[src/rtl/gate_guard_pkg.sv]
// +----------------------------------------------------------------------+
// | gate_guard_pkg : shared pmic types and default gate-guard constants   |
// | Revision       : 1.0                                                  |
// +----------------------------------------------------------------------+
`default_nettype none

package gate_guard_pkg;

    typedef enum logic [2:0] {
        OFF     = 3'd0,
        HS_ON   = 3'd1,
        LS_ON   = 3'd2,
        DEAD    = 3'd3,
        FAULT   = 3'd4,
        LOCKOUT = 3'd5
    } state_t;

    localparam int DEF_DEAD_CYCLES   = 5;
    localparam int DEF_MAX_ON_CYCLES = 300;
    localparam int DEF_RETRY_CYCLES  = 4096;
    localparam int DEF_MAX_RETRIES   = 3;

endpackage

`default_nettype wire

[src/rtl/gate_guard_sync_2ff.sv]
// +----------------------------------------------------------------------+
// | sync_2ff : two-flop synchroniser, active-low asynchronous reset       |
// | Revision : 1.0                                                        |
// +----------------------------------------------------------------------+
`default_nettype none

module sync_2ff #(
    parameter int WIDTH = 1
) (
    input  logic             clk,
    input  logic             reset,
    input  logic [WIDTH-1:0] d,
    output logic [WIDTH-1:0] q
);

    logic [WIDTH-1:0] r_meta;
    logic [WIDTH-1:0] r_sync;

    always_ff @(posedge clk or negedge reset) begin
        if (!reset) begin
            r_meta <= '0;
            r_sync <= '0;
        end else begin
            r_meta <= d;
            r_sync <= r_meta;
        end
    end

    assign q = r_sync;

endmodule

`default_nettype wire

[src/rtl/gate_guard.sv]
// +----------------------------------------------------------------------+
// | gate_guard : gate-drive protection (non-overlap, dead time, max-on,   |
// |              over-current retry and lockout)          Revision : 1.0 |
// +----------------------------------------------------------------------+
`default_nettype none

module gate_guard
    import gate_guard_pkg::*;
#(
    parameter int DEAD_CYCLES   = DEF_DEAD_CYCLES,
    parameter int MAX_ON_CYCLES = DEF_MAX_ON_CYCLES,
    parameter int RETRY_CYCLES  = DEF_RETRY_CYCLES,
    parameter int MAX_RETRIES   = DEF_MAX_RETRIES
) (
    input  logic clk,
    input  logic reset,
    input  logic enable,
    input  logic hs_req,
    input  logic ls_req,
    input  logic ocp,
    output logic hs_gate,
    output logic ls_gate,
    output logic fault,
    output logic lockout,
    output logic overlap_err,
    output logic max_on_err
);

    localparam int c_deadW  = $clog2(DEAD_CYCLES + 1);
    localparam int c_onW    = $clog2(MAX_ON_CYCLES + 1);
    localparam int c_tmrW   = $clog2(RETRY_CYCLES + 1);
    localparam int c_retryW = $clog2(MAX_RETRIES + 1);

    localparam logic [c_deadW-1:0]  c_deadLast  = c_deadW'(DEAD_CYCLES - 1);
    localparam logic [c_onW-1:0]    c_onMax     = c_onW'(MAX_ON_CYCLES);
    localparam logic [c_tmrW-1:0]   c_tmrLast   = c_tmrW'(RETRY_CYCLES - 1);
    localparam logic [c_retryW-1:0] c_retryMax  = c_retryW'(MAX_RETRIES);
    localparam logic [c_retryW-1:0] c_retryLast = c_retryW'(MAX_RETRIES - 1);

    state_t              r_state;
    state_t              w_stateNext;
    logic [c_deadW-1:0]  r_dead;
    logic [c_onW-1:0]    r_onTime;
    logic [c_tmrW-1:0]   r_retryTmr;
    logic [c_retryW-1:0] r_retries;
    logic                r_hsBlock;
    logic                r_hsGate;
    logic                r_lsGate;
    logic                r_fault;
    logic                r_lockout;
    logic                r_overlapErr;
    logic                r_maxOnErr;

    logic w_ocpS;
    logic w_ocpTrip;
    logic w_maxOnTrip;
    logic w_hsOnly;
    logic w_lsOnly;
    logic w_deadDone;
    logic w_tmrDone;

    sync_2ff #(
        .WIDTH (1)
    ) u_ocpSync (
        .clk   (clk),
        .reset (reset),
        .d     (ocp),
        .q     (w_ocpS)
    );

    // Over-current only trips from the switching states; FAULT/LOCKOUT own their exit.
    assign w_ocpTrip   = w_ocpS && (r_state != FAULT) && (r_state != LOCKOUT);
    assign w_maxOnTrip = !w_ocpTrip && enable && (r_state == HS_ON) && (r_onTime == c_onMax);
    assign w_hsOnly    = hs_req && !ls_req && !r_hsBlock;
    assign w_lsOnly    = ls_req && !hs_req;
    assign w_deadDone  = (r_dead == c_deadLast);
    assign w_tmrDone   = (r_retryTmr == c_tmrLast);

    always_comb begin
        w_stateNext = r_state;
        if (w_ocpTrip) begin
            w_stateNext = FAULT;
        end else if (!enable) begin
            w_stateNext = (r_state == LOCKOUT) ? OFF : DEAD;
        end else begin
            case (r_state)
                OFF: begin
                    if (w_hsOnly)      w_stateNext = HS_ON;
                    else if (w_lsOnly) w_stateNext = LS_ON;
                end
                HS_ON: begin
                    if (w_maxOnTrip || !hs_req || ls_req) w_stateNext = DEAD;
                end
                LS_ON: begin
                    if (!ls_req || hs_req) w_stateNext = DEAD;
                end
                DEAD: begin
                    if (w_deadDone) begin
                        if (w_hsOnly)      w_stateNext = HS_ON;
                        else if (w_lsOnly) w_stateNext = LS_ON;
                        else               w_stateNext = OFF;
                    end
                end
                FAULT: begin
                    if (w_tmrDone && !w_ocpS)
                        w_stateNext = (r_retries == c_retryLast) ? LOCKOUT : DEAD;
                end
                LOCKOUT: w_stateNext = LOCKOUT;
                default: w_stateNext = OFF;
            endcase
        end
    end

    always_ff @(posedge clk or negedge reset) begin
        if (!reset) begin
            r_state      <= OFF;
            r_dead       <= '0;
            r_onTime     <= '0;
            r_retryTmr   <= '0;
            r_retries    <= '0;
            r_hsBlock    <= 1'b0;
            r_hsGate     <= 1'b0;
            r_lsGate     <= 1'b0;
            r_fault      <= 1'b0;
            r_lockout    <= 1'b0;
            r_overlapErr <= 1'b0;
            r_maxOnErr   <= 1'b0;
        end else begin
            r_state   <= w_stateNext;
            r_hsGate  <= (w_stateNext == HS_ON);
            r_lsGate  <= (w_stateNext == LS_ON);
            r_fault   <= (w_stateNext == FAULT) || (w_stateNext == LOCKOUT);
            r_lockout <= (w_stateNext == LOCKOUT);

            // Dead count restarts on any entry and while enable is held low.
            if ((r_state == DEAD) && (w_stateNext == DEAD) && enable && !w_deadDone)
                r_dead <= r_dead + 1'b1;
            else
                r_dead <= '0;

            if (w_stateNext == HS_ON) begin
                if (r_state != HS_ON)
                    r_onTime <= c_onW'(1);
                else if (r_onTime != c_onMax)
                    r_onTime <= r_onTime + 1'b1;
            end else begin
                r_onTime <= '0;
            end

            if ((r_state == FAULT) && (w_stateNext == FAULT) && !w_tmrDone)
                r_retryTmr <= r_retryTmr + 1'b1;
            else
                r_retryTmr <= '0;

            if (!enable && !w_ocpTrip)
                r_retries <= '0;
            else if ((r_state == FAULT) && w_tmrDone && !w_ocpS && (r_retries != c_retryMax))
                r_retries <= r_retries + 1'b1;

            if (w_maxOnTrip)
                r_hsBlock <= 1'b1;
            else if (!hs_req)
                r_hsBlock <= 1'b0;

            if (w_maxOnTrip)
                r_maxOnErr <= 1'b1;
            if (hs_req && ls_req)
                r_overlapErr <= 1'b1;
        end
    end

    assign hs_gate     = r_hsGate;
    assign ls_gate     = r_lsGate;
    assign fault       = r_fault;
    assign lockout     = r_lockout;
    assign overlap_err = r_overlapErr;
    assign max_on_err  = r_maxOnErr;

endmodule

`default_nettype wire

[config.mk]
export PLATFORM = sky130hd
export DESIGN_NAME = gate_guard
export DESIGN_NICKNAME = d
export VERILOG_FILES = /design/src/rtl/gate_guard_pkg.sv /design/src/rtl/gate_guard_sync_2ff.sv /design/src/rtl/gate_guard.sv
export SDC_FILE = /design/constraint.sdc
export NUM_CORES = 1
export LEC_CHECK = 0
export CORE_MARGIN = 10
export CORE_UTILIZATION = 60
export CTS_CLUSTER_SIZE = 12
export DETAILED_ROUTE_END_ITERATION = 12
export PLACE_DENSITY = 0.91
export REMOVE_ABC_BUFFERS = 1
export SLEW_MARGIN = 20
export SYNTH_ARGS = -nofsm -noshare
export SYNTH_HDL_FRONTEND = slang
export SYNTH_SLANG_ARGS = --single-unit
[constraint.sdc]
create_clock -name clk -period 4.4 [get_ports clk]
set_clock_uncertainty 0.1 [all_clocks]
set_input_delay 0.88 -clock clk [delete_from_list [all_inputs] [get_ports clk]]
set_output_delay 0.88 -clock clk [all_outputs]
set_load 0.1 [all_outputs]
==> results of run 1 <==
-- cells in the final DEF (no fill, tap or decap), types with 5 or more instances in the layout --
| cell | instances |
|---|---|
| inv_1 | 14 |
| nand2_1 | 12 |
| clkdlybuf4s50_1 | 10 |
| nand3_1 | 12 |
| nand4_1 | 6 |
| clkbuf_4 | 5 |
| dfrtp_1 | 39 |
| nor2_1 | 29 |
| ha_1 | 7 |
| xor2_1 | 12 |
| xnor2_1 | 6 |
-- through the flow --
step	cell area [um2]	hold slack, ps	cells
after floorplan	1920	231	186
after global placement	2080	233	241
after detailed placement	2080	237	241
after CTS	2180	264	249
after global routing	2180	280	249
final	2180	259	249
-- routing by layer --
metal | routed length [um] | track usage, %
met1 | 1590 | 16.5
met4 | 40 | 4.28
met5 | 0 | 0
met2 | 1850 | 22.2
met3 | 158 | 4.25
-- worst paths after layout --
| kind | cells after the start | to | start | slack, ps |
|---|---|---|---|---|
| max | 1 | overlap_err | overlap_err | 1550 |
| max in group asynchronous | 1 | r_dead[0] | reset | 3160 |
| max reg2reg | 5 | r_onTime[2] | r_state[0] | 2380 |
| min in group asynchronous | 1 | max_on_err | reset | 520 |
| min reg2reg | 0 | u_ocpSync.q | u_ocpSync.r_meta | 260 |
| min | 0 | u_ocpSync.q | u_ocpSync.r_meta | 260 |
-- state kept, by name, indices dropped and copies added (netlist names) --
register          flops
r_onTime              9
r_retryTmr           13
hs_gate               1
u_ocpSync.q           1
r_state               3
r_hsBlock             1
fault                 1
u_ocpSync.r_meta      1
r_dead                3
max_on_err            1
ls_gate               1
overlap_err           1
r_retries             2
lockout               1
-- logic make-up (layout without fill, tap and decap cells) --
kind of cell	after synthesis	in the layout	share of synthesized area, %
AOI/OAI and AO/OA	15	15	6.25
xor gates and xnor gates	18	18	8.20
adders and majority gates	8	8	5.14
buffers and inverters	15	33	2.99
DFF	39	39	50.7
muxes	2	2	1.11
and+or+nand+nor	90	90	25.6
-- report_power, final --
part / internal (mW) / switching, mW
clock network: 0.177 / 0.117
registers: 0.372 / 0.0213
logic: 0.0428 / 0.0891
-- worst register-to-register path: stages (launching register included) --
cell      delay [ps]
dfrtp_1          520
nor2b_1          200
maj3_2           310
a221oi_2         310
nand2_1          250
nor3_1           250
-- final cells by class --
type	instances	area [um2]	area share (%)
clock buffer	6	41.3	1.89
clock inverter	2	60.1	2.76
inverter	14	52.6	2.41
multi-input combinational	133	890	40.8
sequential	39	976	44.8
tap	44	55.1	2.53
timing repair buffer	11	105	4.82
==> flow_summary.ini, run 1 <==
[outcome]
outcome = completed

[synthesis]
synth_edf_count = 0
yosys_register_bits = 39
synth.area.top_cells = dfrtp_1 51%, nor2_1 5.7%, xor2_1 5.5%
syn_area_um2 = 1920
yosysTopAreaCell = dfrtp_1
yosys_warnings = 0
synthDistinctLibCells = 39
yosysSeqAreaShare_pct = 50.7
yosys-top-cells-count = 39 x dfrtp_1, 29 x nor2_1, 14 x inv_1
synth_top_flop_cell = dfrtp_1
synth_top_area_share_pct = 50.7
synthCells = 187
syn_avg_cell_area_um2 = 10.3
synthArstFlopShare_pct = 100
synth_most_common_cell = dfrtp_1

[layout]
antenna_cells_inserted = 0
syn2layout_area_growth_pct = 13.3
layout.nets = 217
layout-drive-gt1-share_pct = 7.80
finalCoreUtilization_pct = 71.4
fillers = 220

[grt]
grt_overflow = 0
grt_pass1_wl_um = 6710
grt_start_max_net_pins = 40
grt_usage_pct = 13.5
antenna_found_initial = 0
first_global_vias = 1442

[worst_setup_path]
critPathCaptureType = output pin
start_kind = register
critPathTopFamily = buffers and inverters
slowest_delay_ps = 1140
cp_cell_sequence = clkdlybuf4s50_1
arrival_ps = 1870
critPathBufInv = 1
crit_fanout = 2
critPathRequiredTime_ps = 3420
slowest_stage = clkdlybuf4s50_1
crit_type = register to output pin

[route]
dr.pass1.iters = 4
detail_route.wl_per_cell_um = 14.6
avgViaCountPerCell = 5.53
drt-initial-drc-count = 117
routed_wl_um = 3630
drc = 0
ant_nets = 0
vias = 1376

[clock_tree]
clockRootBuffer = clkbuf_4
postCtsSetupBuffers = 0
cts-buffers-inserted = 5
clk_pin_slew_ps = 120
tritoncts = yes
cts.sinks = 39
cts_resized = 0
hold_buffers = 0
clock_latency_ps = 350
cts.path.max_buffers = 2
htreeDepth = 2

[placed_design]
port_buffers = 11
hpwl_um = 2660
pre_cts_slack_ps = 1630
gp_congestion = 0.903

[die]
core_um2 = 3050
initial_core_util_pct = 63.0
die_area_um2 = 5870
rows = 20
fp.dieH_um = 76.6
ios = 12
die_w_um = 76.6

[sta]
final-setup-viol-count = 0
fmax_mhz = 351
min_period_ps = 2850
finalCritPeriodShare_pct = 64.7
rsz0062_at_grt = no
slew_viol_final = 0
tightest_slew_ps = 989
setup_slack_ps = 1550
fin_setup_tns_ps = 0
relSlewSlack_pct = 33.9
timing_hold_violations_final = 0

[job]
maxCapViolations = 0

[pwr]
powerDensity_nw_per_um2 = 376
p_leak_nw = 0.959
finalPower_mw = 0.820
max-vdd-ir-drop_uv = 345

[min_path]
hold_class = register to register
Note: power is estimated with default switching activity, not from simulation.
==> run 2, diff against run 1 <==
- CORE_UTILIZATION: 60 -> 52
- PLACE_DENSITY: 0.91 -> 0.84
- clock period: 4.4 -> 2.5 ns (I/O delays scaled with it)
==> run 2 against run 1 <==
  * Die area up 11%
  * Non-clock buffer count is 1 higher
  * Sequential power is 76% higher
  * Count of clock-buffer cells in the layout is the same
  * Combinational power up 72%
  * Register-to-register slack lost 1900 ps
  * Utilization shrank 11 points
  * Critical path type is now input pin to register
  * Largest power group unchanged
  * Highest routed layer unchanged
==> flow_summary.ini, run 2 (same netlist as run 1, synthesis figures left out) <==
[pwr]
max-vdd-ir-drop_uv = 371
internal_power_mw = 1.05
sequentialPowerShare_pct = 47.4
p_leak_nw = 0.981
p_clk_share_pct = 37.1
finalPower_mw = 1.46
p_comb_share_pct = 15.5
p_switching_mw = 0.413
switching_share_pct = 28.2
powerDensity_nw_per_um2 = 667

[sta]
final-setup-viol-count = 0
timing_hold_violations_final = 0
tightest_slew_ps = 840
finalCritPeriodShare_pct = 83.2
rsz0062_at_grt = no
slew_viol_final = 0
fin_setup_tns_ps = 0
min_period_ps = 2080
setup_slack_ps = 420
relSlewSlack_pct = 44.0
fmax_mhz = 481
hold_ws_ps = 203

[clock_tree]
tritoncts = yes
clock_latency_ps = 290
hold_buffers = 0
cts.sinks = 39
clk_pin_slew_ps = 80
postCtsSetupBuffers = 0
cts.path.max_buffers = 2
cts_resized = 0
clockRootBuffer = clkbuf_8
cts-buffers-inserted = 5
htreeDepth = 2

[layout]
top_register = r_retryTmr
largest_register_ff_count = 13
layout.cells.most_common_list = 39 x dfrtp_1, 29 x nor2_1, 14 x inv_1
final_common_cell = dfrtp_1
syn2layout_area_growth_pct = 14.1
antenna_cells_inserted = 0
layout.nets = 218
reg_top3 = r_retryTmr x13, r_onTime x9
layout-drive-gt1-share_pct = 11.7

[route]
drc = 0
drt-initial-drc-count = 74
vias = 1336
avgViaCountPerCell = 5.26
ant_nets = 0
detail_route.wl_per_cell_um = 13.8
routed_wl_um = 3500
dr.pass1.iters = 4

[worst_setup_path]
slowest_stage = clkdlybuf4s50_1
crit_fanout = 5
crit_type = input pin to register
critPathRequiredTime_ps = 2630
start_kind = input pin
critPathTopFamily = simple AND/OR/NAND/NOR gates
cp_cell_sequence = clkdlybuf4s50_1 > nor3b_1 > a211oi_2 > nand3_1 > or3_1 > nor2_1
r2r-start = r_retryTmr[0]
arrival_ps = 2210
critPathBufInv = 1
rr_endpoint = r_retryTmr[9]
slowest_delay_ps = 460
reg2reg_setup_slack_ps = 450
rr_worst_depth = 5
critPathCaptureType = register

[die]
core_um2 = 3610
initial_core_util_pct = 53.3
die_w_um = 80.8
die_area_um2 = 6530
rows = 22
ios = 12
fp.dieH_um = 80.8

[grt]
first_global_vias = 1298
grt_overflow = 0
grt_start_max_net_pins = 40
grt_usage_pct = 11.8
grt_pass1_wl_um = 6010
antenna_found_initial = 0

[placed_design]
pre_cts_slack_ps = 128
port_buffers = 11
gp_congestion = 0.776
hpwl_um = 2350

[outcome]
outcome = completed

[min_path]
hold_class = input pin to async pin

[job]
maxCapViolations = 0
## run 2: changes by cell type in the layout (fill, tap and decap cells not counted)
cell / delta
clkbuf_1: -1
clkinv_2: +1
clkdlybuf4s50_1: -6
buf_4: +7
bufinv_16: -1
clkbuf_4: -5
clkbuf_8: +6
## run 2: layout make-up
cell class              instances  area, um2
repair buffers                 12       97.6
multi-input cells             133        890
well taps                      48       60.1
flip-flops and latches         39        976
clock buffers                   6       82.6
clock inverters                 2       35.0
inverters                      14       52.6
fillers                       295       1410
## run 2: power by group through the flow
stage / Clock (mW) / Combinational, mW / Sequential (mW)
4_1_cts: 0.556 / 0.229 / 0.692
5_1_grt: 0.582 / 0.246 / 0.697
3_5_place_dp: 0 / 0.226 / 0.703
6_report: 0.543 / 0.227 / 0.693
2_1_floorplan: 0 / 0.103 / 0.759
3_3_place_gp: 0 / 0.225 / 0.702
## run 2: through the flow
stage / cells / util [%] / cell area (um2)
finish: 254 / 60.8 / 2190
global route: 254 / 60.8 / 2190
CTS: 254 / 60.8 / 2190
detailed placement: 246 / 57.6 / 2080
global placement: 246 / 57.6 / 2080
floorplan: 186 / - / 1920
## run 2: worst max path at each step
stage / from / end / depth (start not counted)
after global placement: hs_req / r_retryTmr[8] / 6
after detailed placement: hs_req / r_retryTmr[10] / 6
after CTS: r_retryTmr[0] / r_retryTmr[9] / 5
final: hs_req / r_retryTmr[2] / 6
after floorplan: r_retryTmr[0] / r_retryTmr[10] / 6
after global routing: hs_req / r_onTime[2] / 6
## run 2: routing by layer
layer	part of all wire [%]	track usage, %	up-vias
li1	-	-	672
met1	45	13.9	628
met2	48	18.9	22
met3	4.1	3.75	14
met4	3.1	6.06	0
met5	0	0	-
==> run 3, diff against run 2 <==
- clock period: 2.5 -> 1.71 ns (I/O delays scaled with it)
==> run 3 against run 2 <==
  * The run now ends with negative setup slack left
  * Routed wire length grew 33%
  * Global-route usage grew 1.9 points
  * Highest routed layer unchanged
  * Sequential share of layout area shrank 9.2 points
  * Combinational power grew to 2.7 times the previous value
  * Critical path depth shrank 1
  * Via count grew 17%
  * Clock power grew 70%
  * Count of clock-buffer cells in the layout shrank 1
  * Register-to-register slack lost 650 ps
==> flow_summary.ini, run 3 (same netlist as run 1, synthesis figures left out) <==
[worst_setup_path]
reg2reg_setup_slack_ps = -200
crit_type = register to register
r2r-start = r_state[0]
rr_endpoint = r_dead[2]
arrival_ps = 2030
cp_cell_sequence = buf_4 > or4_4 > o31ai_4 > nand4_2 > nor2_1
crit_fanout = 5
critPathBufInv = 1
critPathTopFamily = simple AND/OR/NAND/NOR gates
cp-startpoint = r_state[0]
start_kind = register
rr_worst_depth = 5
slowest_stage = or4_4
slowest_delay_ps = 540
critPathRequiredTime_ps = 1830
critPathCaptureType = register

[layout]
reg_top3 = r_retryTmr x13, r_onTime x9
instances_no_fill = 296
layout.nets = 260
top_register = r_retryTmr
layout-drive-gt1-share_pct = 39.9
layout.cells.most_common_list = 42 x buf_4, 37 x dfrtp_1, 17 x nor2_1, 12 x inv_1, 12 x xor2_1
largest_register_ff_count = 13
fillers = 218
antenna_cells_inserted = 0
final_common_cell = buf_4
syn2layout_area_growth_pct = 44.1

[grt]
grt_overflow = 0
met3_usage_pct = 3.09
grtUsageMet1_pct = 15.9
grt_pass1_wl_um = 7150
met2_usage_pct = 24.4
antenna_found_initial = 0
grt_start_max_net_pins = 40
grt_usage_pct = 13.7
first_global_vias = 1576
top_usage_layer = met2

[clock_tree]
cts.path.max_buffers = 2
clockRootBuffer = clkbuf_8
clock_latency_ps = 300
htreeDepth = 2
cts-buffers-inserted = 5
clk_pin_slew_ps = 80
cts.sinks = 39
tritoncts = yes

[min_path]
min-delay-start = u_ocpSync.r_meta
holdPathStages = 0
hold_class = register to register
hold_end = u_ocpSync.q

[route]
drt-initial-drc-count = 102
dr.pass1.iters = 4
ant_nets = 0
detail_route.wl_per_cell_um = 15.8
vias = 1564
avgViaCountPerCell = 5.28
drc = 0
routed_wl_um = 4660

[placed_design]
hpwl_um = 2850
port_buffers = 11
gp_congestion = 0.816
dp.cells = 279
pre_cts_slack_ps = -492

[pwr]
powerDensity_nw_per_um2 = 913
max-vdd-ir-drop_uv = 820
p_leak_nw = 1.25
finalPower_mw = 2.53

[die]
rows = 22
ios = 12
die_w_um = 80.8
fp.dieH_um = 80.8
initial_core_util_pct = 53.3
die_area_um2 = 6530
core_um2 = 3610

[outcome]
violations = negative setup slack
outcome = finished with violations

[sta]
timing_hold_violations_final = 0
fmax_mhz = 524
setup_slack_ps = -198
relSlewSlack_pct = 68.5
min_period_ps = 1910
finalCritPeriodShare_pct = 112
rsz0062_at_grt = yes
tightest_slew_ps = 473
final-setup-viol-count = 26
hold_ws_ps = 262
slew_viol_final = 0

[job]
maxCapViolations = 0
run 3: worst max-delay path by stage:
stage	end	slack (ps)	depth (start not counted)
after global routing	r_dead[2]	-250	6
after CTS	r_onTime[0]	-110	5
after global placement	hs_gate	-380	6
after detailed placement	r_onTime[1]	-490	6
final	r_dead[2]	-200	5
after floorplan	r_retryTmr[10]	-50	6
run 3: where the power goes:
| group | internal [mW] | switching [mW] | leakage, nW | total (mW) |
|---|---|---|---|---|
| Combinational | 0.279 | 0.325 | 0.660 | 0.603 |
| Sequential | 0.959 | 0.0459 | 0.522 | 1.01 |
| Clock | 0.582 | 0.339 | 0.0644 | 0.921 |
run 3: worst reg2reg max path, stage by stage (launching register included):
cell and delay (ps):
dfrtp_2 460, buf_4 160, or4_4 540, o31ai_4 230
nand4_2 190, nor2_1 160
run 3: layout make-up:
type                            instances  area (um2)  area share, %
Tap cell                               48        60.1           2.17
Timing Repair Buffer                   54         488           17.6
Multi-Input combinational cell        133        1060           38.1
Sequential cell                        39         978           35.3
Inverter                               14        52.6           1.90
Clock buffer                            5        68.8           2.48
Clock inverter                          3        67.6           2.44
run 3: through the flow:
| stage | TNS [ps] | util [%] | area (um2) |
|---|---|---|---|
| after global routing | -4570 | 76.9 | 2770 |
| final | -1890 | 76.9 | 2770 |
| after CTS | -609 | 73.0 | 2630 |
| after detailed placement | -8830 | 66.5 | 2400 |
| after global placement | -7390 | 66.5 | 2400 |
| after floorplan | -429 | - | 1920 |
run 3: timing repair:
item                                    in CTS  in global routing
hold endpoints to repair                    12                  0
endpoints found under the setup margin      31                 33
hold buffers                                 1                  0
buffers inserted                             2                  7
pin swaps                                   14                 22
gates resized for setup                     22                 24
gates cloned                                 0                  0
run 3: layer usage:
layer / vias up / part of all wire, %
li1: 759 / -
met1: 768 / 41
met2: 28 / 54
met3: 9 / 3.8
met4: 0 / 1.2
met5: - / 0
==> RTL change (config.mk and constraints of run 3) <==
The output `lockout` loses its register stage (`r_lockout` becomes a continuous assignment).
--- a/src/rtl/gate_guard.sv
+++ b/src/rtl/gate_guard.sv
@@ -122,7 +122,6 @@
             r_hsGate     <= 1'b0;
             r_lsGate     <= 1'b0;
             r_fault      <= 1'b0;
-            r_lockout    <= 1'b0;
             r_overlapErr <= 1'b0;
             r_maxOnErr   <= 1'b0;
         end else begin
@@ -130,7 +129,6 @@
             r_hsGate  <= (w_stateNext == HS_ON);
             r_lsGate  <= (w_stateNext == LS_ON);
             r_fault   <= (w_stateNext == FAULT) || (w_stateNext == LOCKOUT);
-            r_lockout <= (w_stateNext == LOCKOUT);
 
             // Dead count restarts on any entry and while enable is held low.
             if ((r_state == DEAD) && (w_stateNext == DEAD) && enable && !w_deadDone)
@@ -169,6 +167,8 @@
         end
     end
 
+    assign r_lockout = (w_stateNext == LOCKOUT);
+
     assign hs_gate     = r_hsGate;
     assign ls_gate     = r_lsGate;
     assign fault       = r_fault;
Formal check against the unedited RTL: no difference found for any inputs over 10 cycles, from zero or initial values and one cycle with reset low; that may be too few to reach the edited logic, so the function may still have changed.
==> RTL change against run 3 <==
  * Setup slack worse by 420 ps
  * Cell area up 4.2%
  * Power down 7.3%
  * Sequential cell count down 1
  * The run still ends with negative setup slack left
  * Largest cell class unchanged
  * Area after synthesis down 1.3%
  * Sequential share of layout area down 2.3 points
  * Wire length up 24%
  * Critical path depth up 2
==> RTL change: results (changes against run 3) <==
----------------------------------------------------
[Layout]
  Clock network area share ... 0.0286 (was 0.0492)
  Filler instances ... 171 (was 218)
  # diodes ... 0 (unchanged)
  Fraction of final layout cells sized beyond drive strength 1 ... 0.458 (was 0.399)
  Area taken by multi-input logic gates ... 1100 µm² (was 1060 µm²)
  Sequential cell count ... 38 (was 39)
  Bufs w/o clock ... 73 (was 54)
  Sequential cell area share ... 0.330 (was 0.353)
  Count of clock-net buffers in the final layout ... 6 (was 5)
  Nets ... 278 (was 260)

[Place]
  Placer's final routability congestion estimate ... 0.877 (was 0.816)
  Half-perimeter wire length after detailed placement ... 3060 µm (was 2850 µm)
  Post-placement cell count ... 287 (was 279)

[Worst setup path]
  Data arrival at the endpoint of the critical path ... 1890 ps (was 2030 ps)
  Worst reg-to-reg setup slack ... -420 ps (was -200 ps)
  CP Capture Point ... lockout (was r_dead[2]$_DFF_PN0_)
  Category of cells accounting for the largest share of critical-path delay ... simple AND/OR/NAND/NOR gates (unchanged)
  R2r endpoint ... r_retryTmr[10]$_DFF_PN0_ (was r_dead[2]$_DFF_PN0_)
  Slowest cell on the critical path ... dfrtp_2 (was or4_4)
  Critical Path Fanout Max ... 6 (was 5)
  Slowest cell delay on critical path ... 480 ps (was 540 ps)
  Launch point of the worst reg-to-reg path ... r_state[1]$_DFF_PN0_ (was r_state[0]$_DFF_PN0_)
  Number of cells traversed by the worst register-to-register path ... 8 (was 5)

[Clocking]
  CTS Root Buffer Type ... clkbuf_8 (unchanged)

[Global route]
  Initial antenna violation count ... 0 (unchanged)
  Met3 usage ... 0.0535 (was 0.0309)
  Met1 routing resource usage after global routing ... 0.180 (was 0.159)
  GRT Overall Usage ... 0.171 (was 0.137)
  Global-route wire length before repair ... 8510 µm (was 7150 µm)
  Largest net degree at the start of global routing ... 39 (was 40)
  Vias in the first global route ... 1796 (was 1576)
  Met2 Usage GRT ... 0.287 (was 0.244)

[Logic synthesis]
  Syn avg cell area ... 10.2 µm² (was 10.3 µm²)
  List of most frequent post-synthesis cells ... dfrtp_1, nor2_1, inv_1 (unchanged)
  Sequential element share of the synthesized area ... 0.501 (was 0.507)
  Top cells by area, synth ... dfrtp_1, nor2_1, xor2_1 (unchanged)

[Outcome]
  Status ... finished with violations (unchanged)
  Violations in the final reports ... negative setup slack (unchanged)

[Timing]
  Setup slack after layout ... -622 ps (was -198 ps)
  Tightest Pin Transition ... 474 ps (was 473 ps)
  Number of failing setup endpoints in the final timing report ... 31 (was 26)

[Route]
  Met3 wire length ... 328 µm (was 175 µm)
  Count of routing violations after the opening detailed-route iteration ... 180 (was 102)
  M1 wire length ... 2230 µm (was 1930 µm)
  Highest signal layer in the routed design ... met4 (unchanged)
  Total met2 wirelength after detailed routing ... 3000 µm (was 2500 µm)
  Number of detailed-route iterations in the first pass ... 4 (unchanged)
  Routed wire per std cell ... 18.7 µm (was 15.8 µm)

[Pwr]
  Net Sw Power ... 751 µW (was 709 µW)
  Largest vdd supply drop ... 542 µV (was 820 µV)
  Leakage power ... 1.31 nW (was 1.25 nW)

----------------------------------------------------
==> RTL change: through the flow <==
stage                     TNS [ps]  hold slack [ps]  total power, mW  area [µm²]  worst slack [ps]
after CTS                    -5090              254             2.25        2810              -516
after global routing         -9650              257             2.42        2890              -692
after detailed placement    -12460              240             1.49        2450              -633
final                        -8060              252             2.34        2890              -622
after floorplan              -1630            -53.6             1.23        1890             -1200
after global placement      -10710              234             1.47        2450              -585
==> RTL change: what timing repair did <==
item                                   4_1_cts  5_1_grt
pin swaps                                   22       10
hold buffers                                 1        0
gates resized for setup                     40       16
endpoints found under the hold margin        9        0
setup buffers                               14        5
setup endpoints to repair                   32       33
==> RTL change: logic make-up after synthesis <==
family | Yosys count | share of synthesized area
AOI/OAI and AO/OA | 15 | 0.0633
muxes | 2 | 0.0112
buffers and inverters | 15 | 0.0303
DFF | 38 | 0.501
xor gates and xnor gates | 18 | 0.0831
adders and majority gates | 8 | 0.0521
and+or+nand+nor | 90 | 0.259
